===== src/rtl/csa_pkg.sv =====
// Shared definitions for the carry-save resolver.
//   - state_t       : resolver FSM states
//   - csa_nchunk()  : number of CW-bit chunks in a DW-bit operand
//   - csa_width_ok(): true when DW splits into whole CW-bit chunks
//   - CSA_CFG_OK    : width check applied to the default DW/CW
package csa_pkg;

    localparam int unsigned CSA_DW = 16;
    localparam int unsigned CSA_CW = 4;

    typedef enum logic [1:0] {
        IDLE = 2'd0,
        BUSY = 2'd1,
        DONE = 2'd2
    } state_t;

    function automatic int unsigned csa_nchunk(input int unsigned dw, input int unsigned cw);
        return dw / cw;
    endfunction

    function automatic bit csa_width_ok(input int unsigned dw, input int unsigned cw);
        return (cw != 0) && (dw >= cw) && ((dw % cw) == 0);
    endfunction

    localparam bit CSA_CFG_OK = csa_width_ok(CSA_DW, CSA_CW);

endpackage


===== src/rtl/csa_chunk_add.sv =====
// Combinational CW-bit adder with carry in/out; one chunk of the resolver.
// Ports:
//   a, b    : CW-bit chunk operands
//   cin     : carry from the previous chunk
//   sum_c   : CW-bit chunk sum
//   cout_c  : carry out of the chunk MSB
module csa_chunk_add #(
    parameter int unsigned CW = 4
) (
    input  logic [CW-1:0] a,
    input  logic [CW-1:0] b,
    input  logic          cin,
    output logic [CW-1:0] sum_c,
    output logic          cout_c
);

    localparam int unsigned SW = CW + 1;

    assign {cout_c, sum_c} = SW'(a) + SW'(b) + SW'(cin);

endmodule


===== src/rtl/csa_resolver.sv =====
// Resolves a carry-save pair (sum_i + carry_i) into one binary result using
// a sequential carry-propagate adder that handles CW bits per cycle.
// Optional feature macro: CSA_RESOLVER_EARLY_EXIT_EN -- finish as soon as the
// remaining operand bits are zero and no carry is pending.
// Ports:
//   clk_i, rst_ni         : clock, asynchronous active-low reset
//   in_valid_i/in_ready_o : operand handshake (ready only in IDLE)
//   sum_i, carry_i        : partial sum and pre-shifted carry vectors
//   out_valid_o/out_ready_i : result handshake (valid only in DONE)
//   result_o              : (sum_i + carry_i) mod 2^DW
//   cout_o                : carry out of bit DW-1
module csa_resolver
    import csa_pkg::*;
#(
    parameter int unsigned DW = CSA_DW,
    parameter int unsigned CW = CSA_CW
) (
    input  logic          clk_i,
    input  logic          rst_ni,
    input  logic          in_valid_i,
    output logic          in_ready_o,
    input  logic [DW-1:0] sum_i,
    input  logic [DW-1:0] carry_i,
    output logic          out_valid_o,
    input  logic          out_ready_i,
    output logic [DW-1:0] result_o,
    output logic          cout_o
);

    localparam int unsigned NCHUNK = csa_nchunk(DW, CW);
    localparam int unsigned CNT_W  = (NCHUNK > 1) ? $clog2(NCHUNK) : 1;
    localparam int unsigned IDX_W  = (DW > 1) ? $clog2(DW) : 1;
    localparam logic [CNT_W-1:0] LAST = CNT_W'(NCHUNK - 1);
    localparam bit CFG_OK = CSA_CFG_OK && csa_width_ok(DW, CW);

    state_t           state, state_d;
    logic [DW-1:0]    op_sum, op_sum_d;
    logic [DW-1:0]    op_carry, op_carry_d;
    logic [DW-1:0]    result_d;
    logic [CNT_W-1:0] cnt, cnt_d;
    logic             cin, cin_d;
    logic             cout_d;
    logic             in_ready_d;
    logic             out_valid_d;

    logic [IDX_W-1:0] base;
    logic [CW-1:0]    chunk_sum;
    logic             chunk_cout;

    // Bit offset of the chunk being resolved this cycle.
    assign base = IDX_W'(cnt) * IDX_W'(CW);

    csa_chunk_add #(
        .CW (CW)
    ) u_chunk_add (
        .a      (op_sum[base +: CW]),
        .b      (op_carry[base +: CW]),
        .cin    (cin),
        .sum_c  (chunk_sum),
        .cout_c (chunk_cout)
    );

`ifdef CSA_RESOLVER_EARLY_EXIT_EN
    logic upper_zero;

    // No operand bit above the current chunk is set in either vector.
    assign upper_zero = ((op_sum | op_carry) >> (32'(base) + CW)) == '0;
`endif

    // A ragged final chunk is not supported.
    always_ff @(posedge clk_i) begin
        assert (CFG_OK) else $error("csa_resolver: DW must be a whole multiple of CW");
    end

    // State and datapath registers.
    always_ff @(posedge clk_i or negedge rst_ni) begin
        if (!rst_ni) begin
            state       <= IDLE;
            op_sum      <= '0;
            op_carry    <= '0;
            result_o    <= '0;
            cnt         <= '0;
            cin         <= 1'b0;
            cout_o      <= 1'b0;
            in_ready_o  <= 1'b1;
            out_valid_o <= 1'b0;
        end else begin
            state       <= state_d;
            op_sum      <= op_sum_d;
            op_carry    <= op_carry_d;
            result_o    <= result_d;
            cnt         <= cnt_d;
            cin         <= cin_d;
            cout_o      <= cout_d;
            in_ready_o  <= in_ready_d;
            out_valid_o <= out_valid_d;
        end
    end

    // Next-state and next-output logic.
    always_comb begin
        state_d     = state;
        op_sum_d    = op_sum;
        op_carry_d  = op_carry;
        result_d    = result_o;
        cnt_d       = cnt;
        cin_d       = cin;
        cout_d      = cout_o;
        in_ready_d  = in_ready_o;
        out_valid_d = out_valid_o;

        unique case (state)
            IDLE: begin
                if (in_valid_i) begin
                    op_sum_d   = sum_i;
                    op_carry_d = carry_i;
                    result_d   = '0;
                    cout_d     = 1'b0;
                    cnt_d      = '0;
                    cin_d      = 1'b0;
                    in_ready_d = 1'b0;
                    state_d    = BUSY;
                end
            end
            BUSY: begin
                result_d[base +: CW] = chunk_sum;
                cin_d                = chunk_cout;
                cnt_d                = cnt + CNT_W'(1);
                if (cnt == LAST) begin
                    cout_d      = chunk_cout;
                    out_valid_d = 1'b1;
                    state_d     = DONE;
                end
`ifdef CSA_RESOLVER_EARLY_EXIT_EN
                else if (!chunk_cout && upper_zero) begin
                    // Upper result chunks are already zero from the accept.
                    cout_d      = 1'b0;
                    out_valid_d = 1'b1;
                    state_d     = DONE;
                end
`endif
            end
            DONE: begin
                if (out_ready_i) begin
                    out_valid_d = 1'b0;
                    in_ready_d  = 1'b1;
                    state_d     = IDLE;
                end
            end
            default: begin
                out_valid_d = 1'b0;
                in_ready_d  = 1'b1;
                state_d     = IDLE;
            end
        endcase
    end

endmodule


===== config.mk =====
export PLATFORM = sky130hd
export DESIGN_NAME = csa_resolver
export DESIGN_NICKNAME = d
export VERILOG_FILES = /design/src/rtl/csa_pkg.sv /design/src/rtl/csa_chunk_add.sv /design/src/rtl/csa_resolver.sv
export SDC_FILE = /design/constraint.sdc
export NUM_CORES = 1
export LEC_CHECK = 0
export CORE_ASPECT_RATIO = 0.5
export CORE_MARGIN = 2
export CORE_UTILIZATION = 35
export DETAILED_ROUTE_END_ITERATION = 6
export DONT_BUFFER_PORTS = 1
export GPL_ROUTABILITY_DRIVEN = 1
export PLACE_DENSITY = 0.5
export SLEW_MARGIN = 20
export SYNTH_ARGS = -nofsm -noshare
export SYNTH_HDL_FRONTEND = slang
export SYNTH_SLANG_ARGS = --single-unit

===== constraint.sdc =====
create_clock -name clk_i -period 3.9 [get_ports clk_i]
set_clock_uncertainty 0.2 [all_clocks]
set_input_delay 0.39 -clock clk_i [delete_from_list [all_inputs] [get_ports clk_i]]
set_output_delay 0.39 -clock clk_i [all_outputs]
set_load 0.005 [all_outputs]

==> results.md <==
- Placed standard-cell area: 2680 um2
- Register area: between 1000 and 1500 um2
- Crit start category: flip-flop
- Worst-margin pin slew: 0.519 ns
- Critical path, cell by cell: mux4_2, fa_1, fa_1, a21oi_1, o21ai_0, mux2_2
- Layout cell share with drive strength beyond 1: 30.6%
- Maxcap violations: 0
- Register bit count reported by yosys: 56
- Initial DRC Count: 122
- Via count: between 1000 and 1500
- Status: finished clean
- Via/cell ratio: roughly 5.3
- Initial antenna violation count: 1
- Most frequent cells in the layout: dfrtp_1 (55), mux2_2 (33), a22o_1 (14)
- Unique masters post-synth: 31
- Slew HR: 65.4%
- Min cycle time layout: 2.98 ns
- Number of global-route vias before repair: 1547
- Worst setup EP type: flip-flop
- Post CTS Setup Buffer Count: 0
- GRT Total Usage: 13.6%
- Num CTS Buffers: 5
- Clock-pin transition on the worst setup and hold timing paths: around 0.070 ns
- CP max stage delay: 0.67 ns
- Setup CP Type: reg2reg
- Largest net degree at the start of global routing: 57
- CTS tree: done
- Core area: between 7000 and 8000 um2
- Port bufs: 0
- Initial DRT Pass Iterations: 4
- Nets: 224
- Static Leak: between 1 and 1.5 nW
- CP top delay family: adder cells
- Average cell area after synthesis: 14.8 um2
- CTS max path bufs: 2
- CTS Root Cell: clkbuf_16
- Number of synthesized flops with an enable pin: 0
- Clk_lat worst skew: 0.29 ns
- Fin area: 2860 um2
- Global placement routability congestion: slightly above 0.8
- Synth Instances: 175
- Post-DP HPWL: 3.68 mm
- First-pass GRT wire length: 8.52 mm
- Synth-to-layout area growth: 10.7%
- Congestion Overflow GR: 0
- Post-DRT Antenna Nets: 0
- Req. time, crit path: 3.88 ns
- Die Wd: 126 um
- H-Tree Depth: 2
- Synth Flop Type: dfrtp_1
- Register area share after synthesis: between 50% and 60%
- Final hold vios: 0
- Die Y: 64.8 um
- CP Data Arrival Time: 2.95 ns
- YS warnings: 0
- Layout filler cell count: 659
- Most common cell type on the critical path: fa_1
- Initial Util: between 30% and 40%
- Asr flop ratio synth: 100%
- Routed wire length: 5.16 mm
- Fin crit share: 76.4%
- Mapped cell area: 2580 um2
- Num ports: 55
- Area of the multi-input gates: 1130 um2
- Syn nets: 220
- Critical path's slowest cell: dfrtp_1
- RSZ-0062 raised after global routing: false
- Routed wire length per instance: between 15 and 20 um
- Final setup viols: 0
- Setup TNS: 0 ns
- Final core utilization: between 30% and 40%
- Worst VDD drop: between 0.3 and 0.4 mV
- Peak Freq: 336 MHz
- Max-slew violations: 0
- Buf/Inv on CP: 0
- Power per standard cell area: slightly below 1000 nW/um2
- Drt drc: 0
- Diodes inserted: 0
- Row count: 22
- Crit-path max FO: 9
- Die ar.: just over 8000 um2
- Commonest non-fill, non-tap cell in the layout: dfrtp_1
- Hold Crit Class: in2reg
- Clock Sinks: 56
[power breakdown]
part	leakage [nW]	total (W)	internal (W)	switching, W
Clock	0.0681	0.000440	0.000240	0.000200
Combinational	0.444	0.00130	0.000645	0.000656
Sequential	0.693	0.00106	0.000838	0.000223
Total	1.21	0.00280	0.00172	0.00108
[stage by stage]
stage | hold WS [ns] | setup slack, ns | instances | total power [W]
after floorplan | -0.106 | 0.970 | 175 | 0.00202
after global placement | -0.104 | 0.925 | 266 | 0.00233
after detailed placement | -0.104 | 0.906 | 266 | 0.00238
after CTS | 0.0446 | 0.881 | 276 | 0.00283
after global routing | 0.0358 | 0.707 | 276 | 0.00301
final | 0.0478 | 0.921 | 276 | 0.00280
[per-layer routing]
metal	global-route usage (%)	up-vias	wire, um
li1	-	666	-
met1	18.6	761	2390
met2	20.5	34	2410
met3	5.12	6	304
met4	3.75	2	47
met5	0	-	11
[sequential cells by signal, summed over array words and instances (netlist names)]
register	cells
cout_o	1
out_valid_o	1
op_carry	16
in_ready_o	1
cnt	2
state	2
cin	1
result_o	16
op_sum	16
[kinds of logic after synthesis]
family                   Yosys count  share of synthesized area [%]
XOR/XNOR                           1                          0.339
flip-flops                        56                           54.3
buffers and inverters             10                           2.13
AO/OA/AOI/OAI                     34                           10.3
multiplexers                      41                           21.3
AND/OR/NAND/NOR                   24                           6.68
adder cells (fa/ha/maj)            9                           4.94
[cells in the mapped netlist (3+ instances only)]
master    number  area share, %
a21o_1         4            1.2
a21oi_1        4           0.77
a22o_1        14            4.7
a32o_1         4            1.5
buf_4          4            1.2
dfrtp_1       55             53
ha_1           7            3.4
inv_1          3           0.44
mux2_2        33             14
mux4_2         8            7.0
nand2_1        8            1.2
nand2b_1       3           0.73
nor2_1         3           0.44
o21ai_0        3           0.58
[final cells by class]
| cell class | count | area share (%) |
|---|---|---|
| repair buffers | 4 | 1.84 |
| clock buffers | 7 | 4.63 |
| multi-input cells | 109 | 39.6 |
| clock inverters | 1 | 0.306 |
| flip-flops and latches | 56 | 49.0 |
| inverters | 3 | 0.394 |
| well taps | 96 | 4.20 |
[worst reg2reg max path, stage by stage (launching register included)]
cell,delay [ns]
dfrtp_1,0.67
mux4_2,0.59
fa_1,0.44
fa_1,0.43
a21oi_1,0.18
o21ai_0,0.11
mux2_2,0.26
[final timing paths]
path	from	slack, ns	end	cells after the start
max reg2reg	cnt[0]	0.92	cout_o	6
min	sum_i[2]	0.05	op_sum[2]	1
min in group asynchronous	rst_ni	0.41	op_carry[3]	2
min reg2reg	op_carry[8]	0.30	op_carry[8]	1
max in group asynchronous	rst_ni	2.77	in_ready_o	2
max	cnt[0]	0.92	cout_o	6
[repair_timing]
| item | 4_1_cts | 5_1_grt |
|---|---|---|
| hold buffers | 2 | 0 |
| setup endpoints to repair | 0 | 0 |
| endpoints found under the hold margin | 56 | 0 |
| gates resized for setup | 0 | 0 |
Note: power is estimated with default switching activity, not from simulation.
